--- src/rtl/lspuf_ctrl.sv ---
// Lightweight-secure PUF evaluation controller: drives a challenge into the PUF,
// fires it NUM_EVAL times and majority-votes the 19 response bits.
module lspuf_ctrl #(
  parameter int SETTLE_CYC  = 4,
  parameter int TIMEOUT_CYC = 1000,
  parameter int NUM_EVAL    = 5
) (
  input  logic        clk,
  input  logic        rst,
  input  logic        chal_valid,
  output logic        chal_ready,
  input  logic [15:0] chal_in,
  output logic [15:0] puf_c,
  output logic        puf_tig,
  input  logic        puf_resp_ready,
  input  logic [9:0]  puf_resp_a,
  input  logic [8:0]  puf_resp_s,
  output logic        res_valid,
  input  logic        res_ready,
  output logic [9:0]  res_a,
  output logic [8:0]  res_s,
  output logic        res_timeout,
  output logic        busy
);

  localparam logic [7:0]  SETTLE_LAST  = 8'(SETTLE_CYC - 1);
  localparam logic [15:0] TIMEOUT_LAST = 16'(TIMEOUT_CYC - 1);
  localparam logic [2:0]  EVAL_LAST    = 3'(NUM_EVAL - 1);
  localparam logic [2:0]  VOTE_HALF    = 3'(NUM_EVAL / 2);

  typedef enum logic [2:0] {IDLE, SETUP, FIRE, RELAX, DONE} state_t;

  state_t      state;
  state_t      state_next;
  logic [7:0]  settle_cnt;
  logic [15:0] timeout_cnt;
  logic [2:0]  eval_cnt;
  logic [2:0]  vote_cnt [0:18];
  logic        timeout_flag;
  logic [18:0] resp_bits;
  logic [18:0] majority;

  assign resp_bits  = {puf_resp_a, puf_resp_s};
  assign chal_ready = (state == IDLE) && !rst;
  assign busy       = (state != IDLE);
  assign puf_tig    = (state == FIRE);
  assign res_valid  = (state == DONE);

  always_ff @(posedge clk or posedge rst) begin
    if (rst) state <= IDLE;
    else     state <= state_next;
  end

  always_comb begin
    state_next = state;
    case (state)
      IDLE:  if (chal_valid) state_next = SETUP;
      SETUP: if (settle_cnt == SETTLE_LAST) state_next = FIRE;
      FIRE:  if (puf_resp_ready || timeout_cnt == TIMEOUT_LAST) state_next = RELAX;
      RELAX: if (!puf_resp_ready) state_next = (eval_cnt == EVAL_LAST) ? DONE : SETUP;
      DONE:  if (res_ready) state_next = IDLE;
      default: state_next = IDLE;
    endcase
  end

  always_comb begin
    majority = '0;
    for (int i = 0; i < 19; i++) majority[i] = (vote_cnt[i] > VOTE_HALF);
  end

  // A response arriving on the final timeout cycle still counts as a vote.
  always_ff @(posedge clk or posedge rst) begin
    if (rst) begin
      puf_c        <= '0;
      settle_cnt   <= '0;
      timeout_cnt  <= '0;
      eval_cnt     <= '0;
      timeout_flag <= 1'b0;
      res_a        <= '0;
      res_s        <= '0;
      res_timeout  <= 1'b0;
      for (int i = 0; i < 19; i++) vote_cnt[i] <= '0;
    end else begin
      case (state)
        IDLE: begin
          if (chal_valid) begin
            puf_c        <= chal_in;
            settle_cnt   <= '0;
            timeout_cnt  <= '0;
            eval_cnt     <= '0;
            timeout_flag <= 1'b0;
            for (int i = 0; i < 19; i++) vote_cnt[i] <= '0;
          end
        end
        SETUP: begin
          if (settle_cnt == SETTLE_LAST) begin
            settle_cnt  <= '0;
            timeout_cnt <= '0;
          end else begin
            settle_cnt <= settle_cnt + 8'd1;
          end
        end
        FIRE: begin
          if (puf_resp_ready) begin
            for (int i = 0; i < 19; i++)
              if (resp_bits[i]) vote_cnt[i] <= vote_cnt[i] + 3'd1;
          end else if (timeout_cnt == TIMEOUT_LAST) begin
            timeout_flag <= 1'b1;
          end else begin
            timeout_cnt <= timeout_cnt + 16'd1;
          end
        end
        RELAX: begin
          if (!puf_resp_ready) begin
            eval_cnt <= eval_cnt + 3'd1;
            if (eval_cnt == EVAL_LAST) begin
              res_a       <= majority[18:9];
              res_s       <= majority[8:0];
              res_timeout <= timeout_flag;
            end
          end
        end
        default: ;
      endcase
    end
  end

endmodule

--- config.mk ---
export PLATFORM = sky130hd
export DESIGN_NAME = lspuf_ctrl
export DESIGN_NICKNAME = d
export VERILOG_FILES = /design/src/rtl/lspuf_ctrl.sv
export SDC_FILE = /design/constraint.sdc
export NUM_CORES = 1
export LEC_CHECK = 0
export ABC_AREA = 1
export ABC_CLOCK_PERIOD_IN_PS = 5600
export CORE_UTILIZATION = 40
export CTS_BUF_LIST = sky130_fd_sc_hd__clkbuf_4
export CTS_CLUSTER_DIAMETER = 40
export DETAILED_ROUTE_END_ITERATION = 8
export PLACE_DENSITY = 0.7
export SKIP_LAST_GASP = 1
export SYNTH_ARGS = -nofsm -noshare
export SYNTH_HDL_FRONTEND = slang
export SYNTH_SLANG_ARGS = --single-unit
--- constraint.sdc ---
create_clock -name clk -period 5.6 [get_ports clk]
set_input_delay 1.12 -clock clk [delete_from_list [all_inputs] [get_ports clk]]
set_output_delay 1.12 -clock clk [all_outputs]
set_load 0.03 [all_outputs]
==> results by group <==
Outcome
  – Status: finished, final reports clean

Drt
  – Drt total wl: around 13 mm
  – Vias per Instance: 4.781
  – Vias: 5398
  – Initial DRC count: 340
  – DR DRC count: 0
  – Pre-antenna DRT Iters: 5
  – Routed Antenna Nets: 0
  – Wire length per cell: 11.75 um

CTS
  – CTS tree: yes
  – Worst skew pair latency: around 550 ps
  – Clk buf depth: 2
  – # Post-CTS Setup Buffers: 0
  – Clk sinks: 124
  – # H-tree levels: 4
  – Root buffer cell: clkbuf_4
  – CTS Hold Buffers Added: 0
  – CTS clk-pin slew, worst paths: between 100 and 150 ps
  – CTS buffer count: 17
  – Post-cts sizing count: 0

Setup path
  – Worst setup path endpoint: puf_tig
  – Reg-to-reg endpoint: timeout_cnt[7]$_DFFE_PP0P_
  – CP Data Required Time: 4480 ps
  – Reg-to-reg slack, setup: 3090 ps
  – Critical path endpoint category: primary output
  – WP data arrival: between 2000 and 3000 ps
  – Crit start category: flip-flop
  – Setup crit start: state[0]$_DFFE_PP0P_
  – Crit Reg-Reg Startpoint: state[0]$_DFFE_PP0P_
  – Critical path class: flip-flop to primary output
  – Crit Path Max Fanout: 17
  – R2R cell count: 8

Pwr
  – P_sw: 0.001169 W
  – Internal Power: approximately 0.0017 W
  – Clock share of power: 0.198
  – Combinational fraction of design power: 0.368
  – Pwr dens: 369.0 mW/mm2
  – Leak Pwr: slightly below 4 nW
  – Switch share: 0.4120
  – Tot Pwr: between 0.002 and 0.003 W
  – Reg power frac: 0.435
  – Maximum VDD drop: about 0.26 mV

Logic synthesis
  – Post-synthesis net count: 903
  – Top cells by area, synth: dfrtp_1, nand2_1, ha_1, inv_1, o21ai_0
  – Largest area contributor in the netlist: dfrtp_1
  – Post-synthesis cell count: 821
  – Mean post-synth cell area: 7.838 um2
  – Flops & latches, synth: 124
  – Synthesized area: 0.006435 mm2
  – Ys Warns: 0
  – Synth top area share: 0.4822
  – Distinct cell type count after synthesis: 23
  – Sequential area share after synthesis: 0.4822

Floorplan
  – Rows: 45
  – Die Y-Extent: about 130 um
  – Die X: 128.8 um
  – Starting Density: 0.4171
  – DIE AREA: 0.01660 mm2
  – I/O pin count: 80
  – Core area: 0.01543 mm2

Placed design
  – IO buf count: 79
  – Final Wtd Congestion: 0.8508
  – Pre-CTS setup slack: 2089 ps
  – Dpl cell area: about 0.0074 mm2
  – Dpl hpwl: 9.079 mm

STA
  – Final Max Slew Viols: 0
  – Fin crit period: 3654 ps
  – Fmax: between 200 and 300 MHz
  – Fin Clk Skew: 12.06 ps
  – Fin worst setup slack: 1946 ps
  – Final Hold Vio Count: 0
  – Worst slew pin tran: 1075 ps
  – Worst slew margin: 0.2810
  – RSZ-0062 raised after global routing: false
  – Final setup violation count: 0
  – Setup_tns: 0 ps
  – Tcrit/Tclk final: 0.6525

Global routing
  – GRT met1 Usage: 0.2238
  – Busiest grt layer: met2
  – GRT Overall Usage: 0.1775
  – Global-route wire length before repair: 23.05 mm
  – Number of global-route vias before repair: 5045
  – Pin count of the biggest net entering global routing: approximately 80
  – Met3 usage: 0.04823
  – GRT met2 Usage: 0.2893
  – Initial antenna violation count: 1
  – Total global routing overflow: 0

Worst hold path
  – Worst hold path type: flip-flop to flip-flop

Finish
  – Design Area, Final: slightly below 0.008 mm2
  – Commonest non-fill, non-tap cell in the layout: nand2_1
  – Share of post-route cells with drive strength above 1: 0.05234
  – Most frequent cells in the layout: nand2_1, dfrtp_1, inv_1, clkdlybuf4s50_1, o21ai_0
  – Final net count: 987
  – Area Overhead vs Synth: 19.52%
  – Util after Layout: 0.4985

Run
  – Max Cap Violations: 0
through the flow:
step                instances  hold WS [ps]
global placement         1097         452.8
global route             1129         511.9
floorplan                 821         441.6
CTS                      1128         484.3
finish                   1129         479.3
detailed placement       1097         457.6
worst min path at each step:
| stage | startpoint | to | slack, ps | cells after the start |
|---|---|---|---|---|
| 6_report | res_s[1]$_DFFE_PP0P_ | res_s[1]$_DFFE_PP0P_ | 480 | 2 |
| 5_1_grt | res_s[4]$_DFFE_PP0P_ | res_s[4]$_DFFE_PP0P_ | 510 | 2 |
| 3_3_place_gp | res_a[6]$_DFFE_PP0P_ | res_a[6]$_DFFE_PP0P_ | 450 | 2 |
| 4_1_cts | res_a[6]$_DFFE_PP0P_ | res_a[6]$_DFFE_PP0P_ | 480 | 2 |
| 2_1_floorplan | timeout_flag$_DFFE_PP0P_ | timeout_flag$_DFFE_PP0P_ | 440 | 2 |
| 3_5_place_dp | res_a[6]$_DFFE_PP0P_ | res_a[6]$_DFFE_PP0P_ | 460 | 2 |
synthesized netlist by cell type:
cell type and instances:
a21oi_1 21, buf_2 11, xor2_1 7, nor3_2 1, ha_1 42, nor3_1 3, nand3_2 2, nand4_1 9
clkbuf_1 7, inv_2 4, o21ai_0 74, o22ai_1 13, inv_1 117, nor2_4 1, dfrtp_1 124, nor2_1 57
a21boi_0 1, nor3b_1 1, or2_2 2, nand3_1 51, nand2_2 1, o21ai_1 13, nand2_1 259
registers in the layout, indices dropped and copies added (netlist names):
signal and cells:
vote_cnt 57, state 3, timeout_cnt 16, settle_cnt 8, res_timeout 1, res_a 10, timeout_flag 1, eval_cnt 3
res_s 9, puf_c 16
cell type report:
type / instances / area [um2]
flip-flops and latches: 124 / 3103
inverters: 121 / 456.7
diodes: 1 / 2.502
well taps: 211 / 264.0
clock inverters: 12 / 100.1
clock buffers: 19 / 142.6
fillers: 1553 / 7736
repair buffers: 83 / 820.8
multi-input cells: 558 / 2801
power groups by stage:
stage | combinational, W | sequential, W | clock [W]
floorplan | 0.000642 | 0.00133 | 0
global placement | 0.00103 | 0.00125 | 0
detailed placement | 0.00106 | 0.00124 | 0
CTS | 0.00106 | 0.00123 | 0.000578
global route | 0.00120 | 0.00126 | 0.000617
finish | 0.00104 | 0.00123 | 0.000561
per-layer routing:
metal  vias up  wire length [um]
li1       2765                 -
met1      2507              6426
met2       108              5992
met3        18               634
met4         0               217
met5         -                 0
worst max-delay path: stages, from the launching register on:
cell and delay, ps:
dfrtp_1 470, nor2_4 200, nand2_2 230, inv_2 350
clkdlybuf4s50_1 740
cells by family (layout without fill, tap and decap cells):
family                   Yosys count  in the layout  share of synthesized area
AO/OA/AOI/OAI                    122            122                    0.09780
XOR/XNOR                           7              7                   0.009528
flip-flops                       124            124                     0.4822
other                              0              1                          0
AND/OR/NAND/NOR                  387            387                     0.2456
buffers and inverters            139            235                    0.08322
adder cells (fa/ha/maj)           42             42                    0.08166
No activity file was read; power rests on OpenSTA's default activity.
